--- src/rtl/lsu_arbiter.sv ---
// ---------------------------------------------------------------------------
// lsu_arbiter
//
// Two-port round-robin arbiter and sequencer in front of the load/store unit.
// Port 0 is the core pipeline, port 1 a debug/DMA master. One request is
// accepted at a time, checked for funct3 legality and alignment, driven onto
// the LSU bus for exactly one cycle, and answered with a registered one-cycle
// response to the requester that won. Illegal accesses never reach the bus.
//
// Ports
//   clk_i, rst_i                    clock, synchronous active-high reset
//   reqN_valid_i / reqN_ready_o     request handshake (ready only in IDLE)
//   reqN_we_i, reqN_funct3_i        1 = store; RV32 load/store funct3
//   reqN_addr_i, reqN_wdata_i       byte address, store data
//   rspN_valid_o                    one-cycle response pulse
//   rspN_rdata_o, rspN_err_o        load data (0 for stores/errors), reject
//   lsu_st_en_o                     store strobe, high only during BUS
//   lsu_funct3_o, lsu_addr_o,
//   lsu_st_data_o                   latched request towards the LSU
//   lsu_ld_data_i                   combinational load data from the LSU
//   busy_o                          arbiter is not idle
// ---------------------------------------------------------------------------
module lsu_arbiter #(
    parameter int ADDR_W = 16,
    parameter int DATA_W = 32
) (
    input  logic              clk_i,
    input  logic              rst_i,

    input  logic              req0_valid_i,
    output logic              req0_ready_o,
    input  logic              req0_we_i,
    input  logic [2:0]        req0_funct3_i,
    input  logic [ADDR_W-1:0] req0_addr_i,
    input  logic [DATA_W-1:0] req0_wdata_i,

    input  logic              req1_valid_i,
    output logic              req1_ready_o,
    input  logic              req1_we_i,
    input  logic [2:0]        req1_funct3_i,
    input  logic [ADDR_W-1:0] req1_addr_i,
    input  logic [DATA_W-1:0] req1_wdata_i,

    output logic              rsp0_valid_o,
    output logic [DATA_W-1:0] rsp0_rdata_o,
    output logic              rsp0_err_o,

    output logic              rsp1_valid_o,
    output logic [DATA_W-1:0] rsp1_rdata_o,
    output logic              rsp1_err_o,

    output logic              lsu_st_en_o,
    output logic [2:0]        lsu_funct3_o,
    output logic [ADDR_W-1:0] lsu_addr_o,
    output logic [DATA_W-1:0] lsu_st_data_o,
    input  logic [DATA_W-1:0] lsu_ld_data_i,

    output logic              busy_o
);

    typedef enum logic [1:0] {
        IDLE = 2'd0,
        BUS  = 2'd1,
        RESP = 2'd2
    } state_t;

    state_t            state_q, state_d;
    logic              last_win_q;      // port that won the previous grant
    logic              gnt_q;           // port being served
    logic              we_q;
    logic [2:0]        funct3_q;
    logic [ADDR_W-1:0] addr_q;
    logic [DATA_W-1:0] wdata_q;
    logic              err_q;
    logic [DATA_W-1:0] rdata_q;

    logic              any_valid;
    logic              win;
    logic              accept;
    logic              sel_we;
    logic [2:0]        sel_funct3;
    logic [ADDR_W-1:0] sel_addr;
    logic [DATA_W-1:0] sel_wdata;
    logic              sel_legal;

    // Stores allow byte/half/word; loads add the unsigned byte/half forms.
    // Halfwords need an even address, words a 4-byte aligned one.
    function automatic logic is_legal(input logic we, input logic [2:0] f3,
                                      input logic [1:0] a);
        logic ok;
        case (f3)
            3'd0:    ok = 1'b1;
            3'd1:    ok = ~a[0];
            3'd2:    ok = (a == 2'b00);
            3'd4:    ok = ~we;
            3'd5:    ok = ~we & ~a[0];
            default: ok = 1'b0;
        endcase
        return ok;
    endfunction

    // Port 1 wins when it is the only requester, or on a tie when port 0
    // took the previous grant.
    assign any_valid = req0_valid_i | req1_valid_i;
    assign win       = req1_valid_i & (~req0_valid_i | ~last_win_q);

    assign sel_we     = win ? req1_we_i     : req0_we_i;
    assign sel_funct3 = win ? req1_funct3_i : req0_funct3_i;
    assign sel_addr   = win ? req1_addr_i   : req0_addr_i;
    assign sel_wdata  = win ? req1_wdata_i  : req0_wdata_i;
    assign sel_legal  = is_legal(sel_we, sel_funct3, sel_addr[1:0]);

    // NOTE: every signal written here gets a default before the case, so no
    // path leaves it unassigned and no latch is inferred.
    always_comb begin
        state_d = state_q;
        accept  = 1'b0;
        case (state_q)
            IDLE: begin
                if (any_valid) begin
                    accept  = 1'b1;
                    state_d = sel_legal ? BUS : RESP;
                end
            end
            BUS:     state_d = RESP;
            RESP:    state_d = IDLE;
            default: state_d = IDLE;
        endcase
    end

    // NOTE: state registers use non-blocking assignments so every flop
    // samples pre-edge values regardless of statement order.
    always_ff @(posedge clk_i) begin
        if (rst_i) begin
            state_q    <= IDLE;
            last_win_q <= 1'b1;
            gnt_q      <= 1'b0;
            we_q       <= 1'b0;
            funct3_q   <= '0;
            addr_q     <= '0;
            wdata_q    <= '0;
            err_q      <= 1'b0;
            rdata_q    <= '0;
        end else begin
            state_q <= state_d;
            if (accept) begin
                gnt_q      <= win;
                last_win_q <= win;
                we_q       <= sel_we;
                funct3_q   <= sel_funct3;
                addr_q     <= sel_addr;
                wdata_q    <= sel_wdata;
                err_q      <= ~sel_legal;
                rdata_q    <= '0;
            end else if (state_q == BUS && !we_q) begin
                rdata_q <= lsu_ld_data_i;
            end
        end
    end

    // Ready is masked during reset so no handshake completes on a reset edge.
    assign req0_ready_o = accept & ~win & ~rst_i;
    assign req1_ready_o = accept &  win & ~rst_i;

    assign rsp0_valid_o = (state_q == RESP) & ~gnt_q;
    assign rsp1_valid_o = (state_q == RESP) &  gnt_q;
    assign rsp0_rdata_o = rsp0_valid_o ? rdata_q : '0;
    assign rsp1_rdata_o = rsp1_valid_o ? rdata_q : '0;
    assign rsp0_err_o   = rsp0_valid_o & err_q;
    assign rsp1_err_o   = rsp1_valid_o & err_q;

    // The store strobe is killed combinationally by reset so a store caught
    // in BUS on a reset edge never commits.
    assign lsu_st_en_o   = (state_q == BUS) & we_q & ~rst_i;
    assign lsu_funct3_o  = funct3_q;
    assign lsu_addr_o    = addr_q;
    assign lsu_st_data_o = wdata_q;

    assign busy_o = (state_q != IDLE);

endmodule

--- config.mk ---
export PLATFORM = sky130hd
export DESIGN_NAME = lsu_arbiter
export DESIGN_NICKNAME = d
export VERILOG_FILES = /design/src/rtl/lsu_arbiter.sv
export SDC_FILE = /design/constraint.sdc
export NUM_CORES = 1
export LEC_CHECK = 0
export CAP_MARGIN = 20
export CORE_MARGIN = 1
export CORE_UTILIZATION = 38
export CTS_CLUSTER_DIAMETER = 150
export DETAILED_ROUTE_END_ITERATION = 8
export PLACE_DENSITY = 0.83
export SYNTH_ARGS = -nofsm -noshare
export SYNTH_HDL_FRONTEND = slang
export SYNTH_SLANG_ARGS = --single-unit
--- constraint.sdc ---
create_clock -name clk_i -period 1.6 [get_ports clk_i]
set_input_delay 0.24 -clock clk_i [delete_from_list [all_inputs] [get_ports clk_i]]
set_output_delay 0.24 -clock clk_i [all_outputs]
set_load 0.02 [all_outputs]
* Word-level counts from Yosys, hierarchy flattened
Index checks and enable logic that the tools add are counted.
** Word-level totals
- Register bits after elaboration :: 89
- Bits of input ports :: 140
- Output and inout port bits :: 123
- Logic and storage cells :: 57
** Operators by class
- Equal/unequal tests :: 7
- Multiplexer cells :: 12
- Bitwise logic cells :: 22
- Reductions and logical operators :: 7
** Operator list (count)
- $mux W32 :: 3
- $mux W16 :: 1
- $and A1 B1 Y1 :: 12
- $not A1 Y1 :: 8
- $eq A3 B3 Y1 const B :: 2
- $pmux W1 S5 :: 1
- $logic_not A2 Y1 :: 2
- $mux W2 :: 2
- $pmux W2 S2 :: 1
- $eq A3 B1 Y1 const B :: 1
- $eq A3 B2 Y1 const B :: 1
- $logic_not A3 Y1 :: 1
- $mux W1 :: 3
- $mux W3 :: 1
- $eq A2 B1 Y1 const B :: 1
- $eq A2 B2 Y1 const B :: 1
- $ne A2 B2 Y1 const B :: 1
- $or A1 B1 Y1 :: 2
- $reduce_bool A2 Y1 :: 1
- $reduce_or A2 Y1 :: 1
- $logic_and A1 B1 Y1 :: 1
- $logic_not A1 Y1 :: 1

* Longest topological paths before layout
- Depth after elaboration :: 10
- Depth in mapped cells :: 6
- Mapped depth without buffers :: 4

* Worst setup path before layout
Ideal clock, no wire load.
- Kind :: flip-flop to output port
- From :: register state_q[1]
- To :: output port rsp0_rdata_o[22]
- Arrival time :: 1.324 ns
- Required time :: 1.360 ns
- Path slack :: 0.036 ns
- Stages on the path, launching flop included :: 4
- Path buffers :: 1
- Path through :: dfxtp_1 > nor3b_2 > clkbuf_1 > and2_1
** On the way
- Cells in the longest elaborated chain, start to end :: 3
** RTL lines
- from (decl) :: line 67 : state_t state_q, state_d;
- from (signal assigned) :: line 145 : state_q <= state_d;
- $eq A2 B2 Y1 :: line 165 : assign rsp0_valid_o = (state_q == RESP) & ~gnt_q;
- $and A1 B1 Y1 :: line 165
- net rsp0_valid_o :: line 44 : output logic rsp0_valid_o,
- $mux W32 :: line 167 : assign rsp0_rdata_o = rsp0_valid_o ? rdata_q : '0;
- to (decl) :: line 45 : output logic [DATA_W-1:0] rsp0_rdata_o,
The timed path passes the listed nets, and every way through them passes these cells.

* Worst setup path in the final report
- From :: register state_q[1]
- To :: output port req1_ready_o
** On the way
- Cells in the longest elaborated chain, start to end :: 4
** RTL lines
- $logic_not A2 Y1 :: line 118 : case (state_q)
- $mux W1 :: line 118
- $and A1 B1 Y1 (2 in a row) :: line 163 : assign req1_ready_o = accept & win & ~rst_i;
- to (decl) :: line 38 : output logic req1_ready_o,
No other way between the ends.

==> impl_metrics.json <==
{
  "status": "finished with violations",
  "violations": "setup timing",
  "async_flop_share": 0,
  "cp_slowest_cell": "dfxtp_2",
  "worst_pin_slew_ns": 0.403,
  "synth-seq-area-share": 0.412,
  "wl_met1_um": 5950,
  "max_slew_margin": 0.728,
  "clk_pin_slew_worst_paths_ns": 0.06,
  "finalMaxSlewViolations": 0,
  "max-clock-path-buffers": 2,
  "skew_ns": 0.00509,
  "syn_avg_cell_area_um2": 9.08,
  "grt_max_degree": 58,
  "track_usage": 0.236,
  "setup_violations": 73,
  "drc": 0,
  "h-tree-depth": 3,
  "cts_root_buffer": "clkbuf_16",
  "top_layer": "met4",
  "netlist_area_mm2": 0.00432,
  "ys_warn_count": 0,
  "crit_chain": "or2_4, or2_4, nor3b_4, buf_6",
  "timing.final.crit_period_ns": 1.83,
  "synth-edff-count": 0,
  "critPathMaxStageDelay_ns": 0.33,
  "antenna_found_initial": 1,
  "crit_path_start": "state_q[1]",
  "overflow": 0,
  "p_total_w": 0.00729,
  "ios": 263,
  "synth_top_cell_area_share": 0.412,
  "whs_ns": 0.226,
  "seqPwrFrac": 0.353,
  "path_class": "reg2out",
  "required_ns": 1.36,
  "synth_top_family_by_area": "simple AND/OR/NAND/NOR gates",
  "first_global_vias": 4382,
  "maxCapViolCount": 0,
  "p_per_area_mw_per_mm2": 901,
  "cts_tree": "built",
  "r2r-start": "state_q[1]",
  "cp.arrival_ns": 1.59,
  "area_delta_synth_final_pct": 87.3,
  "vias": 4624,
  "synth_compound_area_frac": 0.182,
  "max_freq_mhz": 545,
  "max-vdd-ir-drop_mv": 0.531,
  "p_sw_frac": 0.301,
  "timing.critical_path.mode_cell": "or2_4",
  "dr_wl_met2_um": 8680,
  "coreArea_mm2": 0.0109,
  "synth_xor_xnor_area_share": 0,
  "final_layout_size_suffix_gt1_frac": 0.288,
  "synthMuxAreaShare": 0.120,
  "hold_violations": 0,
  "leakagePower_nw": 3.27,
  "yosysMostFrequentCell": "dfxtp_1",
  "synthTopCellsByArea": "dfxtp_1 (41%), mux2i_1 (12%), and2_1 (9.7%)",
  "hold_start": "rst_i",
  "synth_top_area_cell": "dfxtp_1",
  "route.final.wire_length_um": 16200,
  "ant_nets": 0,
  "synth_top_cells_by_count": "dfxtp_1 (89), and2_1 (67), nand2_1 (66)",
  "syn_inst": 476,
  "grt_pass1_wl_um": 21500,
  "die-height_um": 109,
  "power.internal_w": 0.00509,
  "synth_top_flop_cell": "dfxtp_1",
  "die_width_um": 109,
  "yosys.area_share.adder": 0,
  "clkPwrFrac": 0.309,
  "clock_latency_ns": 0.33,
  "hpwl_um": 10300,
  "portBuffers": 262,
  "utilization": 0.740,
  "layout.nets": 893,
  "path_max_fanout": 3,
  "rsz0062_at_grt": "yes",
  "endpoint_kind": "output port",
  "critPathLaunchType": "register",
  "drtIter0Drc": 191,
  "num_rows": 38,
  "p_comb_frac": 0.338,
  "tns_ns": -10.37,
  "drt-wirelength-per-cell_um": 18.1,
  "ff2ff_setup_slack_ns": -0.01,
  "holdBufCountCts": 0,
  "dieArea_mm2": 0.0118,
  "viasPerCell": 5.14,
  "fin_crit_sh": 1.15,
  "numCtsBuffers": 9,
  "clock-sinks": 89,
  "p_switching_w": 0.00220,
  "yosys.area_share.simple": 0.230,
  "hold_class": "in2reg",
  "ys_types": 29,
  "synth_fp_nets": 616,
  "start_util": 0.395,
  "place_congestion": 0.796,
  "layout_setup_ws_ns": -0.234,
  "met3_length_um": 1150,
  "dr.pass1.iters": 4,
  "yosys_register_bits": 89
}
-- cells in the final DEF (no fill, tap or decap), types with 2 or more instances in the layout --
cell and count:
buf_16 2, clkinv_2 3, nor3b_4 2, a21oi_1 33, dfxtp_2 3, buf_2 2, dfxtp_1 86, a211oi_1 11
nand2_1 66, or2_4 2, a211oi_2 42, bufinv_16 2, nor2_2 2, buf_4 34, buf_12 11, mux2i_1 48
and2_4 23, a221oi_1 2, and2_1 44, clkbuf_16 17, clkdlybuf4s50_1 184, dlymetal6s2s_1 5, buf_6 59, mux2i_2 3
nor2_1 54
-- sequential cells by signal, summed over array words and instances, names as in the netlist --
| name | count |
|---|---|
| lsu_funct3_o | 3 |
| state_q | 2 |
| we_q | 1 |
| gnt_q | 1 |
| last_win_q | 1 |
| rdata_q | 32 |
| lsu_addr_o | 16 |
| err_q | 1 |
| lsu_st_data_o | 32 |
-- logic make-up (layout without fill, tap and decap cells) --
family	Yosys count	in the layout
and+or+nand+nor	201	201
muxes	52	52
DFF	89	89
buffers and inverters	41	323
AOI/OAI and AO/OA	93	93
other	0	1
-- critical path, delay by kind of cell, from the launching register on --
family,cells,cell delay [ns]
buffers and inverters,1,0.15
DFF,1,0.33
and+or+nand+nor,3,0.77
-- area by class of cell --
| class | count | area [um^2] |
|---|---|---|
| multi-input combinational | 346 | 2490 |
| fill | 773 | 2850 |
| tap | 140 | 175 |
| sequential | 89 | 1790 |
| timing repair buffer | 306 | 3320 |
| antenna | 1 | 2.50 |
| clock buffer | 10 | 229 |
| clock inverter | 6 | 82.6 |
| inverter | 1 | 3.75 |
-- timing repair --
action | CTS | global route
gates resized for setup | 345 | 135
buffers inserted | 5 | 9
pin swaps | 4 | 18
hold endpoints to repair | 0 | 0
cloned | 1 | 9
endpoints found under the setup margin | 97 | 137
-- per-stage QoR --
| stage | instances | cell area (um^2) | worst slack [ns] |
|---|---|---|---|
| global placement | 858 | 7140 | -0.512 |
| finish | 899 | 8090 | -0.234 |
| floorplan | 476 | 4320 | 0.0360 |
| CTS | 880 | 7420 | -0.202 |
| detailed placement | 858 | 7140 | -0.555 |
| global route | 899 | 8090 | -0.268 |
-- power groups by stage --
stage	Clock [W]	Combinational, W	Sequential, W
6_report	0.00225	0.00246	0.00258
5_1_grt	0.00239	0.00261	0.00260
4_1_cts	0.00229	0.00217	0.00257
3_5_place_dp	0	0.00210	0.00261
3_3_place_gp	0	0.00204	0.00260
2_1_floorplan	0	0.000870	0.00283
-- metal layers --
metal / track usage / vias up
li1: - / 2184
met4: 0.102 / 0
met5: 0 / -
met2: 0.440 / 203
met3: 0.0574 / 32
met1: 0.251 / 2205
-- path summary, 6_finish.rpt --
check / end / cells past startpoint
max: req1_ready_o / 4
min: lsu_st_data_o[2] / 2
max reg2reg: rdata_q[17] / 7
min reg2reg: rdata_q[13] / 2
No activity file was read; power rests on OpenSTA's default activity.
